===== src/rtl/bp_pkg.sv =====
// Shared types and constants for the fetch-stage branch predictor.
package bp_pkg;

    typedef enum logic [1:0] {
        BP_BRANCH = 2'd0,
        BP_JUMP   = 2'd1,
        BP_CALL   = 2'd2,
        BP_RET    = 2'd3
    } bp_type_e;

    localparam logic [1:0] CTR_SNT = 2'd0;
    localparam logic [1:0] CTR_WNT = 2'd1;
    localparam logic [1:0] CTR_WT  = 2'd2;
    localparam logic [1:0] CTR_ST  = 2'd3;

    // Per-entry control fields; valid, tag and target live in their own arrays.
    typedef struct packed {
        bp_type_e   btype;
        logic [1:0] ctr;
    } bp_meta_t;

    function automatic int unsigned btb_entry_width(input int unsigned xlen,
                                                    input int unsigned idx_bits);
        return 1 + (xlen - idx_bits - 2) + xlen + 2 + 2;
    endfunction

    function automatic logic [1:0] ctr_step(input logic [1:0] ctr, input logic taken);
        logic [1:0] nxt;
        nxt = ctr;
        if (taken && ctr != CTR_ST)
            nxt = ctr + 2'd1;
        else if (!taken && ctr != CTR_SNT)
            nxt = ctr - 2'd1;
        return nxt;
    endfunction

endpackage


===== src/rtl/bp_return_stack.sv =====
// Circular return-address stack; a push when full overwrites the oldest entry.
module bp_return_stack #(
    parameter int unsigned DEPTH = 8,
    parameter int unsigned WIDTH = 32
) (
    input  logic             clk,
    input  logic             reset,
    input  logic             push,
    input  logic             pop,
    input  logic [WIDTH-1:0] push_data,
    output logic [WIDTH-1:0] top,
    output logic             empty
);

    localparam int unsigned PW = $clog2(DEPTH);

    logic [WIDTH-1:0] mem [DEPTH];
    logic [PW-1:0]    ptr;
    logic [PW:0]      count;

    assign empty = (count == '0);
    assign top   = mem[ptr - PW'(1)];

    always_ff @(posedge clk) begin
        if (reset) begin
            ptr   <= '0;
            count <= '0;
        end else if (push) begin
            ptr <= ptr + PW'(1);
            if (count != (PW+1)'(DEPTH))
                count <= count + (PW+1)'(1);
        end else if (pop && !empty) begin
            ptr   <= ptr - PW'(1);
            count <= count - (PW+1)'(1);
        end
    end

    always_ff @(posedge clk) begin
        if (!reset && push)
            mem[ptr] <= push_data;
    end

endmodule


===== src/rtl/branch_predictor_unit.sv =====
// Direct-mapped BTB with 2-bit counters; optional return-address stack
// enabled by defining BP_RAS_EN.
module branch_predictor_unit
    import bp_pkg::*;
#(
    parameter int unsigned XLEN        = 32,
    parameter int unsigned BTB_ENTRIES = 64,
    parameter int unsigned RAS_DEPTH   = 8
) (
    input  logic            clk,
    input  logic            reset,
    input  logic [XLEN-1:0] fetch_pc,
    output logic [XLEN-1:0] predict_pc,
    output logic            predict_taken,
    input  logic            update_valid,
    input  logic [XLEN-1:0] update_pc,
    input  logic [XLEN-1:0] update_target,
    input  logic            update_taken,
    input  logic [1:0]      update_type,
    output logic [31:0]     hit_count
);

    localparam int unsigned IDX   = $clog2(BTB_ENTRIES);
    localparam int unsigned TAG_W = XLEN - IDX - 2;

    logic [BTB_ENTRIES-1:0] valid;
    logic [TAG_W-1:0]       tag_mem [BTB_ENTRIES];
    logic [XLEN-1:0]        tgt_mem [BTB_ENTRIES];
    bp_meta_t               meta    [BTB_ENTRIES];

    logic [IDX-1:0]   f_idx, u_idx;
    logic [TAG_W-1:0] f_tag, u_tag;
    logic             f_hit, u_hit;
    bp_meta_t         f_meta, u_meta;
    bp_type_e         u_type;
    logic             upd_en;
    logic [XLEN-1:0]  ras_top;
    logic             ras_empty;
    logic             unused_pc_bits;

    assign f_idx  = fetch_pc[IDX+1:2];
    assign f_tag  = fetch_pc[XLEN-1:IDX+2];
    assign u_idx  = update_pc[IDX+1:2];
    assign u_tag  = update_pc[XLEN-1:IDX+2];
    assign f_meta = meta[f_idx];
    assign u_meta = meta[u_idx];
    assign f_hit  = valid[f_idx] && (tag_mem[f_idx] == f_tag);
    assign u_hit  = valid[u_idx] && (tag_mem[u_idx] == u_tag);
    assign u_type = bp_type_e'(update_type);
    assign upd_en = update_valid && !reset;

    assign unused_pc_bits = ^{fetch_pc[1:0], update_pc[1:0]};

    // Lookup reads the array contents before this cycle's update lands (read-old).
    always_comb begin
        predict_taken = 1'b0;
        predict_pc    = fetch_pc + XLEN'(4);
        if (!reset && f_hit && (f_meta.btype != BP_BRANCH || f_meta.ctr >= CTR_WT)) begin
            predict_taken = 1'b1;
            predict_pc    = tgt_mem[f_idx];
            if (f_meta.btype == BP_RET && !ras_empty)
                predict_pc = ras_top;
        end
    end

    always_ff @(posedge clk) begin
        if (reset) begin
            valid <= '0;
        end else if (upd_en && update_taken && !u_hit) begin
            valid[u_idx] <= 1'b1;
            meta[u_idx]  <= '{btype: u_type, ctr: CTR_WT};
        end else if (upd_en && u_hit) begin
            meta[u_idx].ctr <= ctr_step(u_meta.ctr, update_taken);
            if (update_taken)
                meta[u_idx].btype <= u_type;
        end
    end

    // Tag is rewritten on taken hits too; it is unchanged there, so one write path suffices.
    always_ff @(posedge clk) begin
        if (upd_en && update_taken) begin
            tag_mem[u_idx] <= u_tag;
            tgt_mem[u_idx] <= update_target;
        end
    end

    always_ff @(posedge clk) begin
        if (reset)
            hit_count <= '0;
        else if (upd_en && u_hit && hit_count != '1)
            hit_count <= hit_count + 32'd1;
    end

`ifdef BP_RAS_EN
    bp_return_stack #(
        .DEPTH (RAS_DEPTH),
        .WIDTH (XLEN)
    ) u_ras (
        .clk       (clk),
        .reset     (reset),
        .push      (upd_en && update_taken && u_type == BP_CALL),
        .pop       (upd_en && u_type == BP_RET),
        .push_data (update_pc + XLEN'(4)),
        .top       (ras_top),
        .empty     (ras_empty)
    );
`else
    logic [31:0] unused_ras_depth;
    assign unused_ras_depth = 32'(RAS_DEPTH);
    assign ras_top          = '0;
    assign ras_empty        = 1'b1;
`endif

endmodule


===== config.mk =====
export PLATFORM = sky130hd
export DESIGN_NAME = branch_predictor_unit
export DESIGN_NICKNAME = d
export VERILOG_FILES = /design/src/rtl/bp_pkg.sv /design/src/rtl/bp_return_stack.sv /design/src/rtl/branch_predictor_unit.sv
export SDC_FILE = /design/constraint.sdc
export NUM_CORES = 2
export LEC_CHECK = 0
export ABC_AREA = 0
export CAP_MARGIN = 20
export CORE_MARGIN = 2
export CORE_UTILIZATION = 35
export DETAILED_ROUTE_END_ITERATION = 6
export GPL_TIMING_DRIVEN = 1
export PLACE_DENSITY = 0.51
export SLEW_MARGIN = 15
export SYNTH_ARGS = -nofsm -noshare
export SYNTH_HDL_FRONTEND = slang
export SYNTH_SLANG_ARGS = --single-unit

===== constraint.sdc =====
create_clock -name clk -period 8.1 [get_ports clk]
set_clock_uncertainty 0.05 [all_clocks]
set_input_delay 0.81 -clock clk [delete_from_list [all_inputs] [get_ports clk]]
set_output_delay 0.81 -clock clk [all_outputs]
set_load 0.1 [all_outputs]

# [After elaboration in Yosys (flattened, before gate mapping)]
# Memory sizes are Yosys's and may differ from the RTL's.
# Cells that the tools add are included.
[totals] ff_bits=96 ramBits=3840 in_bits=102 output_inout_bits=65 mem_count=3
[memory_table] name="tgt_mem" depth=64 word_bits=32 rd=1 rd_ports_with_merged_regs=0 wr=1 line="branch_predictor_unit.sv:28" rtl="logic [XLEN-1:0] tgt_mem [BTB_ENTRIES];"
[memory_table] name="tag_mem" depth=64 word_bits=24 rd=2 rd_ports_with_merged_regs=0 wr=1 line="branch_predictor_unit.sv:27" rtl="logic [TAG_W-1:0] tag_mem [BTB_ENTRIES];"
[memory_table] name="meta" depth=64 word_bits=4 rd=2 rd_ports_with_merged_regs=0 wr=1 line="branch_predictor_unit.sv:29" rtl="bp_meta_t meta [BTB_ENTRIES];"
[classes] add_sub_neg=4 order_cmp=4 eq_ne=4 mux=29 bitwise=3 n_reduce_logical=18
[ops] cell="64-bit bitwise OR" count=1
[ops] cell="24-bit equality test" count=2
[ops] cell="32-bit by 1-bit adder with 32-bit output, second input constant" count=1
[ops] cell="32-bit by 3-bit adder with 32-bit output, second input constant" count=1
[ops] cell="32-bit 2-to-1 mux" count=1
[ops] cell="32-bit != test, second input constant" count=1
[ops] cell="1-bit 2-to-1 mux" count=18
[ops] cell="6-bit by 7-bit less-than comparator with 1-bit output, second input constant" count=2
[ops] cell="2-bit 2-to-1 mux" count=7
[ops] cell="1-bit binary-select mux with 6-bit select" count=2
[ops] cell="1-bit logical AND" count=12
[ops] cell="1-bit demux with 6-bit select" count=1
[ops] cell="6-bit by 1-bit greater-or-equal comparator with 1-bit output, second input constant" count=1
[ops] cell="2-bit nonzero test" count=2
[ops] cell="1-bit zero test" count=3
[ops] cell="2-bit by 1-bit adder with 2-bit output, second input constant" count=1
[ops] cell="2-bit greater-or-equal comparator, second input constant" count=1
[ops] cell="2-bit != test, second input constant" count=1
[ops] cell="1-bit bitwise OR" count=2
[ops] cell="2-bit by 1-bit subtractor with 2-bit output, second input constant" count=1
[ops] cell="1-bit logical OR" count=1

# [Depth between registers and ports, before layout]
[depth] word_depth=9 depth_mapped=21 depth_no_buf=14

# [Least setup slack after synthesis]
# No wires, ideal clock.
[synth_path] path_type="input port to flip-flop" startpoint="input update_pc[3]" endpoint="memory meta[0][0] (netlist name) (data pin)" setup_time_ns=0.681 t_arrival_ns=6.873 setup_slack_ns=0.496 cell_stages=18 path_buffers=8 path_cell_list="buf_2 > buf_6 > buf_4 > buf_2 > buf_2 > buf_2 > buf_2 > buf_2 > mux2_2 > a221oi_1 > o21ai_0 > mux4_2 > a221oi_1 > inv_1 > ha_1 > mux2i_1 > xor2_1 > nor3_1"
[synth_between] elab_chain_cells=9 elab_cells_between_ends=25 cone_classes="add/sub (2); eq/ne (2); mux (12); reduce/logical (7); memory (2)"
[synth_lines] element="start: declaration" line="branch_predictor_unit.sv:16" rtl="input logic [XLEN-1:0] update_pc,"
[synth_lines] element="memory read 64 x 24 bit (tied with other cells)"
[synth_lines] element="24-bit equality test (tied with other cells)" line="branch_predictor_unit.sv:48" rtl="assign u_hit = valid[u_idx] && (tag_mem[u_idx] == u_tag);"
[synth_lines] element="1-bit logical AND, on equally long branches" line="branch_predictor_unit.sv:48, bp_pkg.sv:32"
[synth_lines] element="1-bit logical AND (tied with other cells)" line="branch_predictor_unit.sv:72" rtl="end else if (upd_en && u_hit) begin"
[synth_lines] element="1-bit 2-to-1 mux (tied with other cells)" line="branch_predictor_unit.sv:72"
[synth_lines] element="1-bit 2-to-1 mux / 2-bit 2-to-1 mux (equally long branches)" line="branch_predictor_unit.sv:69, branch_predictor_unit.sv:72"
[synth_lines] element="1-bit 2-to-1 mux / 2-bit 2-to-1 mux (equally long branches)" line="branch_predictor_unit.sv:67, branch_predictor_unit.sv:69"
[synth_lines] element="1-bit 2-to-1 mux (implied by the code) / 2-bit 2-to-1 mux (equally long branches)" line="branch_predictor_unit.sv:73, branch_predictor_unit.sv:67"
[synth_lines] element="2-bit 2-to-1 mux (no line) *"
[synth_lines] element="end: declaration" line="branch_predictor_unit.sv:29"
# Mark *: on every way between the ends. The rest lies on a longest branch, timed or not. The select of a mux whose other input is x is not followed.

# [Worst setup path in the final report]
[layout_path] startpoint="input fetch_pc[2]" endpoint="output predict_pc[8]"
[layout_between] elab_chain_cells=6 elab_cells_between_ends=14 cone_classes="add/sub (1); order compare (1); eq/ne (1); mux (3); reduce/logical (5); memory (3)"
[layout_lines] element="start: declaration" line="branch_predictor_unit.sv:12" rtl="input logic [XLEN-1:0] fetch_pc,"
[layout_lines] element="memory read 64 x 24 bit / 1-bit binary-select mux with 6-bit select (equally long branches)"
[layout_lines] element="24-bit equality test / 1-bit 2-to-1 mux (equally long branches)" line="branch_predictor_unit.sv:47" rtl="assign f_hit = valid[f_idx] && (tag_mem[f_idx] == f_tag);"
[layout_lines] element="1-bit logical AND" line="branch_predictor_unit.sv:47"
[layout_lines] element="1-bit logical AND (2 in series)" line="branch_predictor_unit.sv:58" rtl="if (!reset && f_hit && (f_meta.btype != BP_BRANCH || f_meta.ctr >= CTR_WT)) begin"
[layout_lines] element="32-bit 2-to-1 mux *" line="branch_predictor_unit.sv:58"
[layout_lines] element="end: declaration" line="branch_predictor_unit.sv:13" rtl="output logic [XLEN-1:0] predict_pc,"
# Marked as above.

==> key figures <==
Outcome
  – Status: finished clean

Logic synthesis
  – Synth area leaders: edfxtp_1 70%, mux4_2 16%, mux2i_1 2.2%
  – Number of flops mapped to enable cells by yosys: 3840
  – Post-synthesis cell area: 0.1648 sq mm
  – Top-area cell type share of the netlist area: 0.6998
  – Synth Area in Simple Gates: 0.02691
  – Multiplexer share of the synthesized area: 0.1943
  – Synthesized flop and latch total: 3936
  – Post-synth top cells: 3840 x edfxtp_1, 1199 x mux4_2, 357 x mux2i_1
  – Top-count cell post-synth: edfxtp_1
  – Compound-Gate Fraction of Synth Area: 0.04640
  – Gate Count Post-Synth: 8294
  – Main synth FF type: edfxtp_1
  – Yosys top cell by area: edfxtp_1
  – Sequential share of the synthesized area: 0.7115
  – Ys async rst share: 0
  – Largest family of logic cells by synthesized area: multiplexers
  – Synth warn: 0
  – Synth Area in Adders: 0.0003037
  – Mean post-synth cell area: 19.87 sq um
  – Yosys cell types: 83
  – Mapped Nets: 8400
  – Post-Synth XOR/XNOR Area: 0.004571

Setup path
  – CP Max Fanout: 65
  – Crit. End Element: primary output
  – Reg2reg setup slack: 2.68 ns
  – Worst setup SP type: input port
  – Setup Crit Path Kind: in2out
  – Arrival @ worst endpoint: 6.71 ns
  – R2r endpoint: meta[16][1]
  – R2r worst-path depth: 11
  – WP data required: 7.24 ns
  – R2r startpoint: tag_mem[59][3]

Detailed routing
  – 1st-pass router iterations: 6
  – Number of remaining DRC errors: 0
  – DRT antenna net count: 0
  – Initial DRC Count: 15952
  – Vias: 97862
  – Total routed wirelength: 639.5 mm
  – WL/cell: 41.81 microns
  – Vias per cell: 6.398

Pwr
  – Sequential Power Share: 0.500
  – Switching Share: 0.2290
  – Power Density: 234.3 mW/mm^2
  – Comb pwr share: 0.068
  – P_leak: 59.45 nW
  – NetSw: 0.01024 W
  – VDD IR max: 0.0001785 V
  – Clock Power Share: 0.432
  – Int Power: 0.03449 W

STA
  – Period minus WS final: 7.569 ns
  – Final hold slack: 0.1961 ns
  – Tightest Pin Transition: 1.311 ns
  – Setup TNS: 0 ns
  – Final Cycle Share: 0.9345
  – RSZ-0062 raised after global routing: false
  – Final hold violation count: 0
  – Pins Over Slew Limit: 0
  – Slew margin rel.: 0.1240
  – Setup-failing EPs final: 0
  – FMAX: 0.1321 GHz

Min path
  – Hold EP: tgt_mem[33][16]
  – Hold_sp: update_target[16]
  – Hold Crit Depth: 1
  – Hold/Removal Path Class: in2reg

Global routing
  – Largest net degree at the start of global routing: 141
  – GRT overflow: 0
  – Initial antenna violation count: 59
  – Global-route wire length before repair: 851.3 mm
  – Vias in the first global route: 95646
  – GR Util All Layers: 0.2605

Placed design
  – GPL Wtd Cong: 0.8875
  – Port bufs: 164
  – Dpl hpwl: 352.3 mm
  – DP Area: 0.1771 sq mm

CTS
  – Clk buf depth: 4
  – H-tree Lvls: 5
  – CTS tree: built
  – Clk_lat worst skew: 1.02 ns
  – Post_cts resized: 0
  – Clk slew on worst S/H paths: 0.06 ns
  – Root Driver: clkbuf_16
  – TritonCTS buffer count: 420
  – Post-CTS setup buffers: 0
  – Post-CTS Hold Buffers: 0
  – CTS Sinks: 3936

Floorplan
  – Full die area: 0.4763 sq mm
  – Die Width: 690.1 microns
  – Die height: 690.1 microns
  – Row count: 251
  – Initial Util: 0.3521
  – Core area: 0.4679 sq mm
  – IO Pins: 167

Finish
  – Fraction of layout cells with a size suffix above 1: 0.2846
  – Area Growth Syn to Fin: 15.86%
  – Fin area: 0.1909 sq mm
  – Final net count: 8820

Flow run
  – Max-cap violations: 0
area by class of cell:
class	instances	area, sq um
Antenna cell	37	92.59
Clock buffer	498	10920
Inverter	16	73.82
Tap cell	6198	7755
Fill cell	41165	277000
Sequential cell	3936	117200
Multi-Input combinational cell	3737	45570
Timing Repair Buffer	603	6600
Clock inverter	271	2668
cells in the final DEF (no fill, tap or decap), types with 38 or more instances in the layout:
cell and n:
mux4_2 1199, mux2_2 121, a221o_1 44, clkbuf_1 71, o21ai_0 100, edfxtp_1 3840
nor2_1 218, clkdlybuf4s50_1 66, clkbuf_16 424, o22ai_1 103, xnor2_1 52, nand3_1 71
a211oi_1 38, mux2i_1 357, buf_4 316, bufinv_16 45, clkinv_1 107, nor3_1 125
nand2_1 151, buf_2 54, nor4_1 49, buf_12 154, a21oi_1 194, nor2_4 70
dfxtp_1 96, clkinv_2 82, a22oi_1 173, a221oi_1 166
sequential cells by signal, summed over array words and instances, names as in the netlist:
signal,cells
meta,256
hit_count,32
tag_mem,1536
valid,64
tgt_mem,2048
power by group through the flow:
stage,clock (W),sequential [W],combinational (W)
5_1_grt,0.0203,0.0224,0.00311
2_1_floorplan,0,0.0228,0.00160
4_1_cts,0.0195,0.0224,0.00299
3_5_place_dp,0,0.0228,0.00298
6_report,0.0193,0.0224,0.00303
3_3_place_gp,0,0.0228,0.00296
worst max-delay path by stage:
stage | end | slack (ns) | start
after detailed placement | predict_pc[8] | 0.87 | fetch_pc[2]
after floorplan | meta[0][0] | 0.50 | update_pc[3]
after global placement | predict_pc[8] | 0.82 | fetch_pc[2]
after global routing | predict_pc[8] | 0.60 | fetch_pc[2]
final | predict_pc[8] | 0.53 | fetch_pc[2]
after CTS | predict_pc[8] | 0.86 | fetch_pc[2]
cell families after synthesis:
family | count (synthesis)
flops | 3936
mux | 1684
compound gates | 1064
simple gates | 899
buf+inv | 621
xor+xnor | 86
fa+ha+maj | 4
metrics by stage:
stage	total power (W)	std cells	setup WS (ns)	util
3_5_place_dp	0.02580	14485	0.8688	0.3785
2_1_floorplan	0.02441	8294	0.4960	-
5_1_grt	0.04578	15264	0.6038	0.4078
3_3_place_gp	0.02577	14482	0.8214	0.3784
4_1_cts	0.04492	15254	0.8633	0.4076
6_report	0.04473	15296	0.5309	0.4080
worst max-delay path, cell delays in order:
cell,delay (ns)
buf_16,0.46
buf_4,0.62
mux4_2,0.59
mux4_2,0.47
and2_1,0.16
a211oi_1,0.21
a21oi_1,0.08
xnor2_1,0.72
nand2_1,0.11
nor4_1,0.91
buf_4,0.27
nand3_4,0.09
buf_4,0.30
mux2_2,0.49
buf_12,0.22
metal layers:
| layer | GRT usage | up-vias | wire length [microns] |
|---|---|---|---|
| met5 | 0 | - | 92 |
| met4 | 0.1297 | 14 | 36700 |
| met3 | 0.05862 | 1465 | 66900 |
| met2 | 0.4008 | 6650 | 289700 |
| met1 | 0.3493 | 53355 | 246100 |
| li1 | - | 36378 | - |
Power figures use the tool's default switching activity.
